`config.mk`:
```
export PLATFORM = sky130hd
export DESIGN_NAME = fir_controller
export DESIGN_NICKNAME = d
export VERILOG_FILES = /design/src/rtl/fir_controller.sv
export SDC_FILE = /design/constraint.sdc
export NUM_CORES = 1
export LEC_CHECK = 0
export CAP_MARGIN = 20
export CORE_AREA = 2 2 52 54
export DETAILED_ROUTE_END_ITERATION = 16
export DIE_AREA = 0 0 54 56
export GPL_TIMING_DRIVEN = 0
export PLACE_DENSITY = 0.61
export SYNTH_ARGS = -nofsm -noshare
export SYNTH_HDL_FRONTEND = slang
export SYNTH_SLANG_ARGS = --single-unit
```
`constraint.sdc`:
```
create_clock -name clk -period 3.5 [get_ports clk]
set_clock_uncertainty 0.05 [all_clocks]
set_input_delay 0.875 -clock clk [delete_from_list [all_inputs] [get_ports clk]]
set_output_delay 0.875 -clock clk [all_outputs]
set_load 0.005 [all_outputs]
```
`src/rtl/fir_controller.sv`:
```
// Sequencer for a time-multiplexed FIR datapath: one multiply-accumulate per tap,
// with the accumulate enable delayed to line up with the datapath product pipeline.
module fir_controller #(
  parameter int unsigned TAPS     = 64,
  parameter int unsigned ADDR_W   = 6,
  parameter int unsigned PIPE_LAT = 2
) (
  input  logic              clk,
  input  logic              rst,
  input  logic              input_valid,
  output logic              ready,
  output logic [ADDR_W-1:0] address,
  output logic              newInput,
  output logic              acc_clr,
  output logic              acc_en,
  output logic              output_valid,
  output logic              overrun
);

  localparam int unsigned     CNT_W      = 2;
  localparam logic [ADDR_W-1:0] LAST_ADDR  = ADDR_W'(TAPS - 1);
  localparam logic [CNT_W-1:0]  LAST_DRAIN = CNT_W'(PIPE_LAT - 1);

  typedef enum logic [2:0] {
    IDLE,
    SHIFT,
    MAC,
    DRAIN,
    DONE
  } state_t;

  state_t              state;
  logic [CNT_W-1:0]    drain_cnt;
  logic [PIPE_LAT-1:0] en_pipe;
  logic                mac_active;

  // Sequencer; outputs are registered alongside the state they belong to.
  always_ff @(posedge clk or negedge rst) begin
    if (!rst) begin
      state        <= IDLE;
      address      <= '0;
      ready        <= 1'b1;
      newInput     <= 1'b0;
      acc_clr      <= 1'b0;
      output_valid <= 1'b0;
      overrun      <= 1'b0;
      drain_cnt    <= '0;
    end else begin
      if (input_valid && !ready) begin
        overrun <= 1'b1;
      end
      case (state)
        IDLE: begin
          if (input_valid) begin
            state    <= SHIFT;
            ready    <= 1'b0;
            newInput <= 1'b1;
            acc_clr  <= 1'b1;
            address  <= '0;
          end
        end
        SHIFT: begin
          state    <= MAC;
          newInput <= 1'b0;
          acc_clr  <= 1'b0;
          address  <= '0;
        end
        MAC: begin
          if (address == LAST_ADDR) begin
            state     <= DRAIN;
            address   <= '0;
            drain_cnt <= '0;
          end else begin
            address <= address + ADDR_W'(1);
          end
        end
        DRAIN: begin
          // Hold long enough for the last product to reach the accumulator.
          if (drain_cnt == LAST_DRAIN) begin
            state        <= DONE;
            output_valid <= 1'b1;
          end else begin
            drain_cnt <= drain_cnt + CNT_W'(1);
          end
        end
        DONE: begin
          state        <= IDLE;
          output_valid <= 1'b0;
          ready        <= 1'b1;
        end
        default: begin
          state        <= IDLE;
          ready        <= 1'b1;
          address      <= '0;
          newInput     <= 1'b0;
          acc_clr      <= 1'b0;
          output_valid <= 1'b0;
        end
      endcase
    end
  end

  assign mac_active = (state == MAC);

  // Accumulate enable trails the MAC window by the product pipeline depth.
  if (PIPE_LAT == 1) begin : g_en_pipe_1
    always_ff @(posedge clk or negedge rst) begin
      if (!rst) begin
        en_pipe <= '0;
      end else begin
        en_pipe <= mac_active;
      end
    end
  end else begin : g_en_pipe_n
    always_ff @(posedge clk or negedge rst) begin
      if (!rst) begin
        en_pipe <= '0;
      end else begin
        en_pipe <= {en_pipe[PIPE_LAT-2:0], mac_active};
      end
    end
  end

  assign acc_en = en_pipe[PIPE_LAT-1];

endmodule

```
Yosys cells after proc, flatten, opt, wreduce, memory -nomap -nowiden
Index checks and enable logic that the tools add are counted.

storage, ports and cells
  register bits after elaboration = 17
  input bits = 3
  output and inout port bits = 12
  logic and storage cells = 54

operators by class
  add/subtract/negate cells = 2
  equality and inequality tests = 10
  muxes and demuxes = 16
  bitwise logic cells = 4
  reduce and logical (&&, ||, !) cells = 14

operators by type and width
  kind                 number
  $pmux 6 s3           1
  $mux 6               2
  $pmux 3 s4           1
  $mux 3               3
  $reduce_or 3->1      3
  $reduce_and 2->1     4
  $add 6x1->6 const B  1
  $eq 3x2->1 const B   2
  $eq 6x6->1 const B   1
  $ne 2x2->1 const B   3
  $pmux 1 s2           3
  $reduce_and 3->1     2
  $mux 2               2
  $not 1->1            4
  $pmux 2 s2           1
  $eq 3x1->1 const B   1
  $eq 3x3->1 const B   1
  $logic_not 3->1      1
  $mux 1               3
  $add 2x1->2 const B  1
  $eq 2x1->1 const B   1
  $ne 2x1->1 const B   1
  $reduce_bool 2->1    1
  $reduce_or 2->1      1
  2 further kinds      2

Depth between registers and ports, before layout
  depth in word-level cells = 4
  depth in mapped cells = 5
  mapped depth without buffers = 5

Least setup slack after synthesis
No wires, ideal clock.

  path kind = input port to flip-flop
  from = input input_valid
  to = register address[3]
  setup time = 0.121 ns
  arrival time = 1.547 ns
  slack = 1.782 ns
  stages on the path = 4
  path through = and2b_4 o22ai_4 o21ai_1 a32o_2

between the ends
  longest elaborated chain between the ends = 2

ends and longest elaborated chain
  item                               RTL line  RTL
  start, declared                    10        input logic input_valid,
  $ne 2x2->1 (no source line)        -
  $reduce_and 2->1 (no source line)  -
  end signal, assigned               74        address <= address + ADDR_W'(1);
  end, declared                      12        output logic [ADDR_W-1:0] address,

No other way between the ends.
A chain may end at the register's enable or synchronous reset.

Final worst setup path
  from = register ready
  to = output ready

RTL lines
  item                    RTL line  RTL
  start, declared         11        output logic ready,
  start signal, assigned  42        ready <= 1'b1;
  start signal, assigned  56        ready <= 1'b0;
  start signal, assigned  89        ready <= 1'b1;

No word-level cell between the ends.

==> impl_metrics.toml <==
[setup_path]
path_delay_family = "flip-flops"
timing.rr.end = "drain_cnt[1]"
cp-end-kind = "output port"
cp.arrival_ps = 1330
reg2reg_depth = 5
path_class = "reg -> out"
crit_fanout = 3
crit_slowest_cell = "dfstp_2"
cp_cell_sequence = "clkdlybuf4s50_1"
cp.required_ps = 2570
timing.rr.start = "address[0]"
crit_path_start_kind = "flop"
reg2reg_slack_ps = 1920
crit_buf_inv = 1
cpPeakStageDelay_ps = 550

[power_and_ir_drop]
p_sw_share_pct = 21.3
powerDensity_nw_per_um2 = 303
pwr-share-seq_pct = 63.4
peakVddDrop_mv = 0.257
pwr-share-comb_pct = 2.5
p_clk_share_pct = 34.1
p_switching_uw = 66.1
p_leak_uw = 0.000442
power.internal_uw = 244

[cells_and_area]
final_util_pct = 42.0
fin_nets = 101
nFillCells = 243
multi_input_area_um2 = 357
layout.cells.non_filler = 125
layout-drive-gt1-share_pct = 16.8
seq_area_um2 = 427
diodes = 0
area_growth_pct = 25.0

[worst_hold_path]
min_path_type = "reg -> reg"
hp-start = "en_pipe[0]"
holdPathEnd = "en_pipe[1]"
hold_path_depth = 0

[routing]
viasPerCell = 4.91
postRouteAntennaNets = 0
vias = 614
routed_wl_um = 1480
drt_iter0_markers = 12
drc = 0
detail_route.first_pass.iterations = 3
wl_per_cell_um = 11.8

[floorplan]
die_h_um = 56
die_width_um = 54
core_um2 = 2430
rows = 18
ios = 15
start_util_pct = 33.6
die-area_um2 = 3020

[logic_synthesis]
synthCells = 77
synth_warnings = 0
synth-edff-count = 0
syn_area_um2 = 817
synth.area.top_cells = "dfrtp_1, dfstp_2, ha_1"
synthDistinctLibCells = 33
synth.net_count = 82
netlist.area_leader.share_pct = 49.0
seq_area_frac_synth_pct = 52.2
synth_ff_type = "dfrtp_1"
ys_seq_elements = 17
synth.avg_cell_area_um2 = 10.6
yosys.area.top_type = "dfrtp_1"
synthArstFlopShare_pct = 100

[sta]
final-hold-violation-count = 0
setup_violations = 0
setup_tns_ps = 0
rsz0062_at_grt = "false"
worst_pin_slew_ps = 773
slew_violations = 0
fin_crit_sh_pct = 64.5
fmax_mhz = 443
period_needed_ps = 2260
slew_headroom_pct = 48.3

[place]
gp_congestion = 0.766
place_inst = 121
io_buffers = 14
hpwl_um = 1070

[clock_network]
cts_root_buf = "clkbuf_4"
cts_tree = "built"
cts_setup_buffers = 0
clkSinkCount = 17
htreeDepth = 1
insertion_delay_ps = 290
postCtsHoldBufs = 0
clk_path_buf_depth = 2
numCtsBuffers = 3
clkTransAtPathRegs_ps = 100
cts_resized = 0

[status]
outcome = "completed"

[global_route]
antenna_found_initial = 0
grt_overflow = 0
grt_pass1_wl_um = 2650
first_global_vias = 580
grt_max_degree = 18
grt_usage_pct = 11.7

[flow_run]
cap_violations = 0
power by group through the flow:
stage	combinational, uW	sequential, uW	clock (uW)
floorplan	1.60	200	0
global route	9.24	196	118
finish	7.86	196	106
CTS	8.27	196	114
detailed placement	8.18	200	0
global placement	8.08	200	0
sequential cells by signal, indices dropped and copies added (netlist names):
name and cells:
overrun 1, drain_cnt 2, address 6, ready 1, output_valid 1, en_pipe 2
acc_clr 1, state 3
cell type report:
class	count	area share, %
flip-flops and latches	17	41.8
well taps	30	3.68
inverters	4	1.47
repair buffers	14	13.7
clock buffers	4	2.57
plain buffers	2	1.84
multi-input cells	54	34.9
cell families (layout without fill, tap and decap cells):
kind of cell	after synthesis	after routing	share of synthesized area [%]
AOI/OAI and AO/OA	20	20	19.3
and+or+nand+nor	31	31	20.2
buffers and inverters	6	24	4.13
adders and majority gates	2	2	3.06
DFF	17	17	52.2
xor gates and xnor gates	1	1	1.07
how the worst max path moves through the flow:
stage / cells after the start / end / start
CTS: 1 / ready / ready
detailed placement: 5 / address[5] / input_valid
floorplan: 4 / address[3] / input_valid
finish: 1 / ready / ready
global route: 1 / ready / ready
global placement: 5 / address[5] / input_valid
stage by stage:
stage | instance area (um^2) | setup slack (ps) | hold slack [ps] | power [uW]
2_1_floorplan | 817 | 1780 | 281 | 202
3_3_place_gp | 995 | 1200 | 282 | 208
3_5_place_dp | 995 | 1220 | 292 | 208
4_1_cts | 1020 | 1230 | 314 | 318
5_1_grt | 1020 | 1190 | 328 | 324
6_report | 1020 | 1240 | 308 | 310
metal layers:
| metal | global-route usage (%) | vias to the layer above | wire length [um] |
|---|---|---|---|
| met4 | 2.14 | 0 | 0 |
| met3 | 4.84 | 0 | 83 |
| met5 | 0 | - | 0 |
| met2 | 16.7 | 14 | 597 |
| li1 | - | 314 | - |
| met1 | 16.7 | 286 | 799 |
layout by cell type (no fill, tap or decap), drive strengths merged:
cell           synthesis  final
a21o                   3      3
a21oi                  3      3
a22o                   2      2
a31oi                  1      1
a32o                   1      1
a32oi                  1      1
and2b                  2      2
and3                   3      3
buf                    2      2
clkbuf                 0      4
clkdlybuf4s50          0     14
dfrtp                 16     16
dfstp                  1      1
ha                     2      2
inv                    4      4
nand2                  6      6
nand2b                 1      1
nand3                  4      4
nand3b                 2      2
nand4                  1      1
nor2                   5      5
nor3                   4      4
o21ai                  5      5
o22ai                  1      1
o2bb2ai                2      2
o311ai                 1      1
or2                    2      2
or3                    1      1
xor2                   1      1
cells in the mapped netlist (2+ instances only):
cell type / number
a22o_2: 2
nor3_1: 4
dfrtp_1: 16
nand3_1: 4
ha_1: 2
nand3b_1: 2
and3_1: 3
a21o_2: 2
o2bb2ai_1: 2
nor2_1: 5
nand2_1: 6
inv_1: 3
a21oi_1: 3
o21ai_0: 4
(Power assumes the default switching activity.)
